### src/rtl/mux_rr_arb.sv
// ---------------------------------------------------------------------------
// mux_rr_arb
//
// Registered N-channel selector with a round-robin arbiter. Each cycle the
// output register can take a new beat, one valid input channel is granted.
// Its data is captured into a single output register, and the index of the
// winning channel is recorded with it. The block adds one cycle of latency and
// passes backpressure through. Drain and refill can happen in the same cycle,
// so a steady stream runs at one beat per cycle.
//
// Configuration macro:
//   MUX_ARB_FIXED_PRIO_EN  defined   -> fixed priority; the lowest-index valid
//                                       channel always wins; no pointer exists
//                          undefined -> round-robin arbitration (default)
//
// Parameters:
//   WIDTH  data width per channel (1..64)
//   N      channel count (2..8)
//   SW     width of a channel index, derived from N
//
// Ports:
//   clk        rising-edge clock
//   reset      synchronous, active-high reset
//   in_valid   [N]        per-channel request
//   in_data    [N*WIDTH]  channel k data at [k*WIDTH +: WIDTH]
//   in_ready   [N]        one-hot grant, or zero (combinational)
//   out_valid             output register holds a beat
//   out_data   [WIDTH]    registered data of the accepted beat
//   out_sel    [SW]       index of the channel that supplied out_data
//   out_ready             consumer accepts the beat this cycle
// ---------------------------------------------------------------------------
module mux_rr_arb #(
  parameter int WIDTH = 16,
  parameter int N     = 4,
  localparam int SW   = (N > 2) ? $clog2(N) : 1
) (
  input  logic               clk,
  input  logic               reset,
  input  logic [N-1:0]       in_valid,
  input  logic [N*WIDTH-1:0] in_data,
  output logic [N-1:0]       in_ready,
  output logic               out_valid,
  output logic [WIDTH-1:0]   out_data,
  output logic [SW-1:0]      out_sel,
  input  logic               out_ready
);

  typedef enum logic {
    EMPTY = 1'b0,
    FULL  = 1'b1
  } state_e;

  state_e           state_q, state_d;
  logic [WIDTH-1:0] data_q, data_d;
  logic [SW-1:0]    sel_q, sel_d;
`ifndef MUX_ARB_FIXED_PRIO_EN
  logic [SW-1:0]    ptr_q, ptr_d;
`endif

  logic          free;
  logic          grant_found;
  logic [SW-1:0] grant_idx;

  // The output register can take a new beat when it is empty, or when the
  // beat it holds leaves this cycle.
  assign free = (state_q == EMPTY) || out_ready;

  // Grant selection. Both loops run from the lowest-priority candidate to
  // the highest, so the last match (the highest-priority one) is the one
  // that is kept.
`ifdef MUX_ARB_FIXED_PRIO_EN
  always_comb begin
    grant_found = 1'b0;
    grant_idx   = '0;
    for (int k = N - 1; k >= 0; k--) begin
      if (in_valid[k]) begin
        grant_found = 1'b1;
        grant_idx   = SW'(k);
      end
    end
  end
`else
  // The candidate at offset i from the pointer is wrapped into 0..N-1 with a
  // single subtraction. That keeps it in range for non-power-of-two N.
  always_comb begin
    int            cand;
    logic [SW-1:0] cand_idx;
    grant_found = 1'b0;
    grant_idx   = '0;
    cand        = 0;
    cand_idx    = '0;
    for (int i = N - 1; i >= 0; i--) begin
      cand = int'(ptr_q) + i;
      if (cand >= N) begin
        cand = cand - N;
      end
      cand_idx = SW'(cand);
      if (in_valid[cand_idx]) begin
        grant_found = 1'b1;
        grant_idx   = cand_idx;
      end
    end
  end
`endif

  // While reset is high, the ready is held at zero. This way, no producer
  // sees a beat accepted in a cycle whose capture is discarded.
  always_comb begin
    in_ready = '0;
    if (!reset && free && grant_found) begin
      in_ready[grant_idx] = 1'b1;
    end
  end

  // Next-state logic. A stalled register holds everything. A free register
  // either captures the granted beat or goes empty. When it goes empty, the
  // last data and index are kept.
  always_comb begin
    state_d = state_q;
    data_d  = data_q;
    sel_d   = sel_q;
`ifndef MUX_ARB_FIXED_PRIO_EN
    ptr_d   = ptr_q;
`endif
    if (free) begin
      if (grant_found) begin
        state_d = FULL;
        data_d  = in_data[int'(grant_idx) * WIDTH +: WIDTH];
        sel_d   = grant_idx;
`ifndef MUX_ARB_FIXED_PRIO_EN
        if (int'(grant_idx) == N - 1) begin
          ptr_d = '0;
        end else begin
          ptr_d = grant_idx + SW'(1);
        end
`endif
      end else begin
        state_d = EMPTY;
      end
    end
  end

  // State register. Reset discards any held beat and restarts arbitration
  // at channel 0.
  always_ff @(posedge clk) begin
    if (reset) begin
      state_q <= EMPTY;
      data_q  <= '0;
      sel_q   <= '0;
`ifndef MUX_ARB_FIXED_PRIO_EN
      ptr_q   <= '0;
`endif
    end else begin
      state_q <= state_d;
      data_q  <= data_d;
      sel_q   <= sel_d;
`ifndef MUX_ARB_FIXED_PRIO_EN
      ptr_q   <= ptr_d;
`endif
    end
  end

  assign out_valid = (state_q == FULL);
  assign out_data  = data_q;
  assign out_sel   = sel_q;

endmodule

### config.mk
export PLATFORM = sky130hd
export DESIGN_NAME = mux_rr_arb
export DESIGN_NICKNAME = d
export VERILOG_FILES = /design/src/rtl/mux_rr_arb.sv
export SDC_FILE = /design/constraint.sdc
export NUM_CORES = 1
export LEC_CHECK = 0
export CAP_MARGIN = 20
export CORE_UTILIZATION = 36
export CTS_CLUSTER_DIAMETER = 60
export DETAILED_ROUTE_END_ITERATION = 12
export PLACE_DENSITY = 0.89
export SYNTH_ARGS = -nofsm -noshare
export SYNTH_HDL_FRONTEND = slang
export SYNTH_SLANG_ARGS = --single-unit
### constraint.sdc
create_clock -name clk -period 2 [get_ports clk]
set_clock_uncertainty 0.1 [all_clocks]
set_input_delay 0.3 -clock clk [delete_from_list [all_inputs] [get_ports clk]]
set_output_delay 0.3 -clock clk [all_outputs]
set_load 0.02 [all_outputs]
* After elaboration in Yosys (flattened, before gate mapping)
Index checks and enable logic that the tools add are counted.
** Word-level totals
- Bits in registers :: 21
- Latch bits :: 0
- RAM bits :: 0
- Memory bits (read-only) :: 0
- Input bits :: 71
- Output and inout bits :: 23
- Word-level logic and storage cells :: 56
- Memories kept :: 0
** Cells by class
- Add/sub/neg operators :: 8
- Multiply operators :: 0
- Div/mod/pow operators :: 0
- Magnitude comparators :: 10
- Equality and inequality tests :: 1
- Shifts and indexed selects :: 1
- Multiplexer cells :: 25
- Bitwise operators :: 1
- Reduce and logical (&&, ||, !) cells :: 6
** Operators with widths (count)
- 64-bit by 7-bit indexed part select with 16-bit output :: 1
- 2-bit two-way mux :: 9
- 2-bit by 3-bit less-than comparator with 1-bit output (second input constant) :: 5
- 1-bit two-way mux :: 10
- 3-bit greater-or-equal comparator (second input constant) :: 3
- 1-bit binary-select mux with 2-bit select :: 4
- 2-bit by 1-bit subtractor with 2-bit output (second input constant) :: 4
- 2-bit by 2-bit adder with 3-bit output (second input constant) :: 2
- 4-bit two-way mux :: 1
- 2-bit by 1-bit adder with 3-bit output (second input constant) :: 1
- 2-bit by 3-bit greater-or-equal comparator with 1-bit output (second input constant) :: 1
- 1-bit logical AND :: 3
- 2-bit by 1-bit adder with 2-bit output (second input constant) :: 1
- 1-bit demux with 2-bit select :: 1
- 2-bit by 1-bit == test with 1-bit output (second input constant) :: 1
- 2-bit by 1-bit greater-or-equal comparator with 1-bit output (second input constant) :: 1
- 2-bit AND reduction :: 1
- 1-bit zero test :: 1
- 1-bit logical OR :: 1
- 1-bit inverter :: 1

* Logic depth before layout (Yosys ltp)
- Depth after elaboration :: 14
- Depth in mapped cells :: 7
- Mapped depth without buffers :: 6

* Least setup slack after synthesis
OpenSTA, ideal clock, no wires.
- Path type :: register to output
- Start :: register ptr_q[1]
- End :: output port in_ready[0]
- Arrival :: 1.481 ns
- Required time :: 1.600 ns
- Setup slack :: 0.119 ns
- Stages on the path, launching flop included :: 8
- Buffers on the path :: 2
- Path through :: dfxtp_1 > nand2b_1 > a21oi_2 > nor3_2 > nand2b_1 > buf_4 > buf_6 > nor2_1
** Between the ends
- Cells in the longest elaborated chain, start to end :: 14
- Elaborated cells on any way between the ends :: 38
** Ends and longest elaborated chain
- start: declaration :: RTL line 57 : logic [SW-1:0] ptr_q, ptr_d;
- start signal: assignment :: RTL line 158 : ptr_q <= ptr_d;
- 2-bit by 2-bit adder with 3-bit output :: RTL line 93 : cand = int'(ptr_q) + i;
- 3-bit greater-or-equal comparator or 2-bit by 1-bit subtractor with 2-bit output (tied branches) :: RTL line 94, 95
- 2-bit two-way mux :: RTL line 94 : if (cand >= N) begin
- 1-bit binary-select mux with 2-bit select :: RTL line 98 : if (in_valid[cand_idx]) begin
- 1-bit two-way mux (not written as such) :: RTL line 98
- 2-bit two-way mux (4 in a row) :: RTL line 98
- 2-bit by 3-bit less-than comparator with 1-bit output (not written as such) or 2-bit by 1-bit greater-or-equal comparator with 1-bit output (tied branches) :: RTL line 111 : in_ready[grant_idx] = 1'b1;
- 1-bit logical AND (not written as such) :: RTL line 111
- 1-bit two-way mux (not written as such) :: RTL line 111
- 1-bit demux with 2-bit select :: RTL line 111
- 4-bit two-way mux * :: RTL line 110 : if (!reset && free && grant_found) begin
- end: declaration :: RTL line 41 : output logic [N-1:0] in_ready,
Every way passes the cells marked *; elsewhere a longest branch is shown, timed or not. The select of a mux whose other input is x is not followed.

* Worst setup path in the final report
- Start :: register ptr_q[1]
- End :: output port in_ready[2]
Same word-level chain as after synthesis.

==> results.yml <==
outcome:
  status: "complete, but fails checks"
  failed_checks: "negative setup slack"
final_layout:
  final_cells: 328
  drive_above_1_share_pct: 22.14
  diodes: 0
  fin_nets: 354
  final_common_cell: "clkdlybuf4s50_1"
  nFillCells: 276
  syn2layout_area_growth_pct: 88.45
  final_cell_mix: "clkdlybuf4s50_1, buf_4, mux2i_1, dfxtp_1, nand2_1"
  final_core_util_pct: 71.95
yosys:
  synth-adder-area-share_pct: 1.764
  synth_compound_gate_area_share_pct: 26.81
  yosysSeqAreaShare_pct: 29.63
  synth_largest_area_cell: "dfxtp_1"
  yosys.area.top_type_share_pct: 29.63
  avgSynthCellArea_sq_um: 8.547
  synth_cells: 166
  syn_nets: 239
  ys_types: 30
  synth-simple-area-share_pct: 21.60
  synth.cell_area_sq_um: 1419
  synth_top_family_by_area: "compound AO/OA/AOI/OAI gates"
  synth_area_leaders: "dfxtp_1, mux2i_1, a21boi_0"
  synth_seq_cells: 21
  yosys.area_share.xor_xnor_pct: 0
  yosysWarnings: 0
  synth.mux.area_fraction_pct: 14.11
setup_path:
  cp_max_fo: 4
  endpoint_kind: "primary output"
  required_ns: 1.60
  r2r_cells: 8
  cp-start-kind: "flip-flop"
  critPathKind: "reg -> out"
  rrSetupSlack_ns: 0.07
  arrival_ns: 1.78
clock_tree:
  htreeDepth: 1
  cts_tree: "built"
  clockBufferDepth: 2
  clock_latency_ns: 0.25
  clock-sinks: 21
  cts_buffers: 3
  clk_pin_slew_ns: 0.08
  cts_root_buf: "clkbuf_8"
placed_design:
  gp_congestion: 0.8275
  port_buffers: 93
  pre_cts_slack_ns: -0.7282
  place_inst: 315
  dpl.hpwl_um: 3443
routing:
  drtAntennaViolNets: 0
  viasPerCell: 5.107
  wirelength_um: 4899
  drc: 0
  drtIter0Drc: 47
  wl_per_cell_um: 14.94
  firstDrtPassIters: 4
  vias: 1675
job:
  max-cap-violations: 0
die:
  die_y_um: 64.78
  dieArea_sq_um: 4196
  start_util_pct: 38.18
  fp-row-count: 22
  core-area_sq_um: 3716
  io_pins: 94
  die_w_um: 64.78
global_route:
  grt_start_max_net_pins: 33
  antenna_found_initial: 0
  grt_pass1_wl_um: 7562
  grt_usage_pct: 23.17
  grt_pass1_vias: 1641
  grt-ovfl-total: 0
sta:
  hold_viol_final: 0
  maxSlewViolCount: 0
  worst_slew_pin_slew_ns: 0.3290
  whs_ns: 0.3882
  setup_slack_ns: -0.1751
  finalSetupViolCount: 4
  fin_crit_ns: 2.175
  maxClockFrequency_mhz: 459.8
  final.period_utilization_pct: 108.8
  grt_setup_unrepaired: "true"
  slew_headroom_pct: 77.88
pwr:
  irDropWorstVdd_mv: 0.3373
  p_per_area_nw_per_um2: 624.8
  p_total_mw: 1.670
  p_leak_nw: 1.099
worst_hold_path:
  worstHoldPathType: "reg -> reg"
  hold_depth: 2
-- power breakdown --
part | internal [mW] | switching [mW] | total, mW | leakage (nW)
Clock | 0.139 | 0.139 | 0.278 | 0.0255
Combinational | 0.478 | 0.387 | 0.865 | 0.899
Sequential | 0.488 | 0.0405 | 0.528 | 0.175
-- kinds of logic after synthesis --
| kind of cell | count (synthesis) |
|---|---|
| fa+ha+maj | 2 |
| flops | 21 |
| mux | 20 |
| simple gates | 53 |
| compound gates | 55 |
| buf+inv | 15 |
-- area by class of cell --
cell class / count / area (sq um) / area share (%)
Inverter: 3 / 11.26 / 0.4212
Clock inverter: 1 / 5.005 / 0.1872
Multi-Input combinational cell: 130 / 977.2 / 36.55
Timing Repair Buffer: 122 / 1154 / 43.14
Clock buffer: 3 / 41.29 / 1.544
Sequential cell: 21 / 425.4 / 15.91
Tap cell: 48 / 60.06 / 2.246
-- metrics by stage --
stage | instance area (sq um) | setup TNS, ns
floorplan | 1419 | 0
global placement | 2489 | -4.461
detailed placement | 2489 | -5.354
CTS | 2606 | -0.1391
global route | 2674 | -0.6751
finish | 2674 | -0.4551
-- sequential cells by signal, summed over array words and instances, names as in the netlist --
register   cells
out_data      16
out_sel        2
ptr_q          2
out_valid      1
-- Yosys cell counts, drive strengths merged --
cell type,instances
ha,2
a21oi,3
mux2i,20
nand2,18
dfxtp,21
nor4b,1
buf,7
o211ai,16
nor4,1
and3,16
o21ai,16
inv,3
nand2b,2
clkbuf,5
a211oi,2
nor3,1
o21bai,1
a21boi,16
a221o,1
nor2b,3
nor2,8
and2,3
-- worst max-delay path, stage by stage (launching register included) --
cell and delay [ns]:
dfxtp_4 0.36, buf_4 0.14, nand2b_1 0.15, a21oi_2 0.29
nor3_4 0.10, inv_1 0.08, ha_2 0.17, and2_4 0.13
buf_6 0.11
-- path summary, 6_finish.rpt --
kind,from,endpoint
max,ptr_q[1],in_ready[2]
min,out_data[11],out_data[11]
max reg2reg,ptr_q[1],out_data[4]
min reg2reg,out_data[11],out_data[11]
-- layer usage --
layer  up-vias  share of wire, %  GRT usage [%]
li1        832                 -              -
met1       786                40          26.97
met2        55                54          42.58
met3         2               5.8          4.577
met4         0              0.39          5.833
met5         -                 0              0
-- repair_timing --
action,CTS,global route
hold buffers,0,0
gates resized for setup,41,16
buffers inserted,6,3
pin swaps,6,4
endpoints found under the setup margin,4,4
Note: power is estimated with default switching activity, not from simulation.
==> RTL edit, RTL diff (same settings) <==
The parameter `N` goes from 4 to 8.
--- a/src/rtl/mux_rr_arb.sv
+++ b/src/rtl/mux_rr_arb.sv
@@ -33,3 +33,3 @@
   parameter int WIDTH = 16,
-  parameter int N     = 4,
+  parameter int N     = 8,
   localparam int SW   = (N > 2) ? $clog2(N) : 1
Interface: changed (resized in_data, in_ready, in_valid and out_sel); port bits go from 94 to 167. No check against the original RTL was run, so the function may have changed too.
==> RTL edit against the original RTL <==
- setup slack got worse by 1.5 ns
- sequential cell count increased by 2
- critical endpoint is now out_data[15]$_SDFFE_PP0P_
- synthesized area increased by 100%
- wire length grew to 2.8 times the old value
- critical path type is now reg -> reg
- utilization grew 3.1 points
- the run still ends with setup timing left
- cell area up 120%
Power is left out: it rests on default switching activity, and per cell area and clock period it moved more than threefold.
==> RTL edit: results (changes against the original RTL) <==
outcome:
  outcome: "finished, violations left"
  violations: "setup timing"
synth:
  seq_area_frac_synth_pct: 16.2  # -13 points
  synth_cell_types: 50  # +67%
  synth_nets: 446  # +87%
  synth.avg_cell_area_um2: 9.31  # +8.9%
  async_reset_ff_share_pct: 0  # unchanged
  synth_warnings: 0  # unchanged
  synth_area_leader_cell: "mux4_2"
  netlist_top_cells_count: "46 x mux2i_1, 24 x mux4_2"
  ys_top_cells_by_area: "mux4_2 19%, dfxtp_1 16%, mux2i_1 16%, a211o_1 4.6%, mux2_2 4.4%"
drt:
  vias: 3892  # +130%
  drt-total-wl_um: 13700  # +180%
  routedLengthMet1_um: 5100  # +160%
  initialDrtViolationCount: 244  # +420%
  maxUsedRoutingLayer: "met4"
  viasPerCell: 6.11  # +20%
  routed-wl-met3_um: 990  # +250%
  drt_first_pass_iters: 5  # +1
  wl_met2_um: 6950  # +160%
cells_and_area:
  drive_above_1_share_pct: 36.1  # +14 points
  final_nets: 677  # +91%
global_routing:
  gr-usage-met3_pct: 4.55  # -0.032 points
  track_usage_pct: 30.6  # +7.5 points
  use_met2_pct: 55.4  # +13 points
  grt_pass1_vias: 3826  # +130%
  gr-usage-met1_pct: 36.6  # +9.6 points
  grt_max_degree: 21  # -36%
  grt_pass1_wl_um: 19900  # +160%
placed_design:
  dp_slack_ns: -1.92  # -1.19 ns
  portBuffers: 166  # +78%
  place_area_um2: 5110  # +110%
  place_inst: 606  # +92%
  dp_hpwl_um: 9250  # +170%
  gp_congestion: 0.874  # +5.6%
timing:
  setup_violations: 31  # +27
  setup_tns_ns: -45.43  # -44.98 ns
  holdWs_ns: 0.423  # +0.0352 ns
  postLayoutSetupSlackWorst_ns: -1.72  # -1.54 ns
  worst_pin_slew_ns: 0.428  # +0.0991 ns
setup_path:
  path_max_fanout: 6  # +2
  startpoint: "ptr_q[2]$_SDFFE_PP0P_"
  reg2regPathDepth: 16  # +8
  crit_path_end: "out_data[15]$_SDFFE_PP0P_"
clocking:
  postCtsSetupRepairBufs: 18  # +12
  cts_resized: 101  # +150%
  clock_latency_ns: 0.27  # +0.02 ns
[RTL edit: cell type report]
cell class | count | area [µm²]
Multi-Input combinational cell | 248 | 2550
Timing Repair Buffer | 253 | 2550
Fill cell | 458 | 1920
Clock buffer | 4 | 45.0
Inverter | 7 | 33.8
Sequential cell | 23 | 469
Tap cell | 102 | 128
[RTL edit: logic make-up (layout without fill, tap and decap cells)]
group                    Yosys count  count (layout)  share of synthesized area [%]
XOR/XNOR                           4               4                           1.50
adder cells (fa/ha/maj)            2               2                          0.881
flip-flops                        23              23                           16.2
multiplexers                      86              86                           43.3
buffers and inverters             34             264                           6.17
AND/OR/NAND/NOR                   86              86                           14.4
AO/OA/AOI/OAI                     70              70                           17.5
[RTL edit: how the worst min path moves through the flow]
| stage | start | to | cells past startpoint |
|---|---|---|---|
| finish | out_valid$_SDFFE_PP0N_ | out_valid$_SDFFE_PP0N_ | 2 |
| global route | out_valid$_SDFFE_PP0N_ | out_valid$_SDFFE_PP0N_ | 2 |
| CTS | out_valid$_SDFFE_PP0N_ | out_valid$_SDFFE_PP0N_ | 2 |
| detailed placement | out_valid$_SDFFE_PP0N_ | out_valid$_SDFFE_PP0N_ | 2 |
| global placement | out_sel[2]$_SDFFE_PP0P_ | out_sel[2]$_SDFFE_PP0P_ | 2 |
| floorplan | out_ready | out_valid$_SDFFE_PP0N_ | 2 |
[RTL edit: critical path, stage by stage (launching register included)]
cell,delay (ns)
dfxtp_4,0.41
buf_6,0.12
mux2_4,0.29
mux4_2,0.48
or2_4,0.29
buf_12,0.13
a211oi_4,0.22
o21a_4,0.20
buf_12,0.10
nor2_4,0.04
buf_12,0.14
buf_12,0.13
buf_12,0.14
buf_8,0.13
mux2i_1,0.11
a221o_1,0.34
a31oi_1,0.23
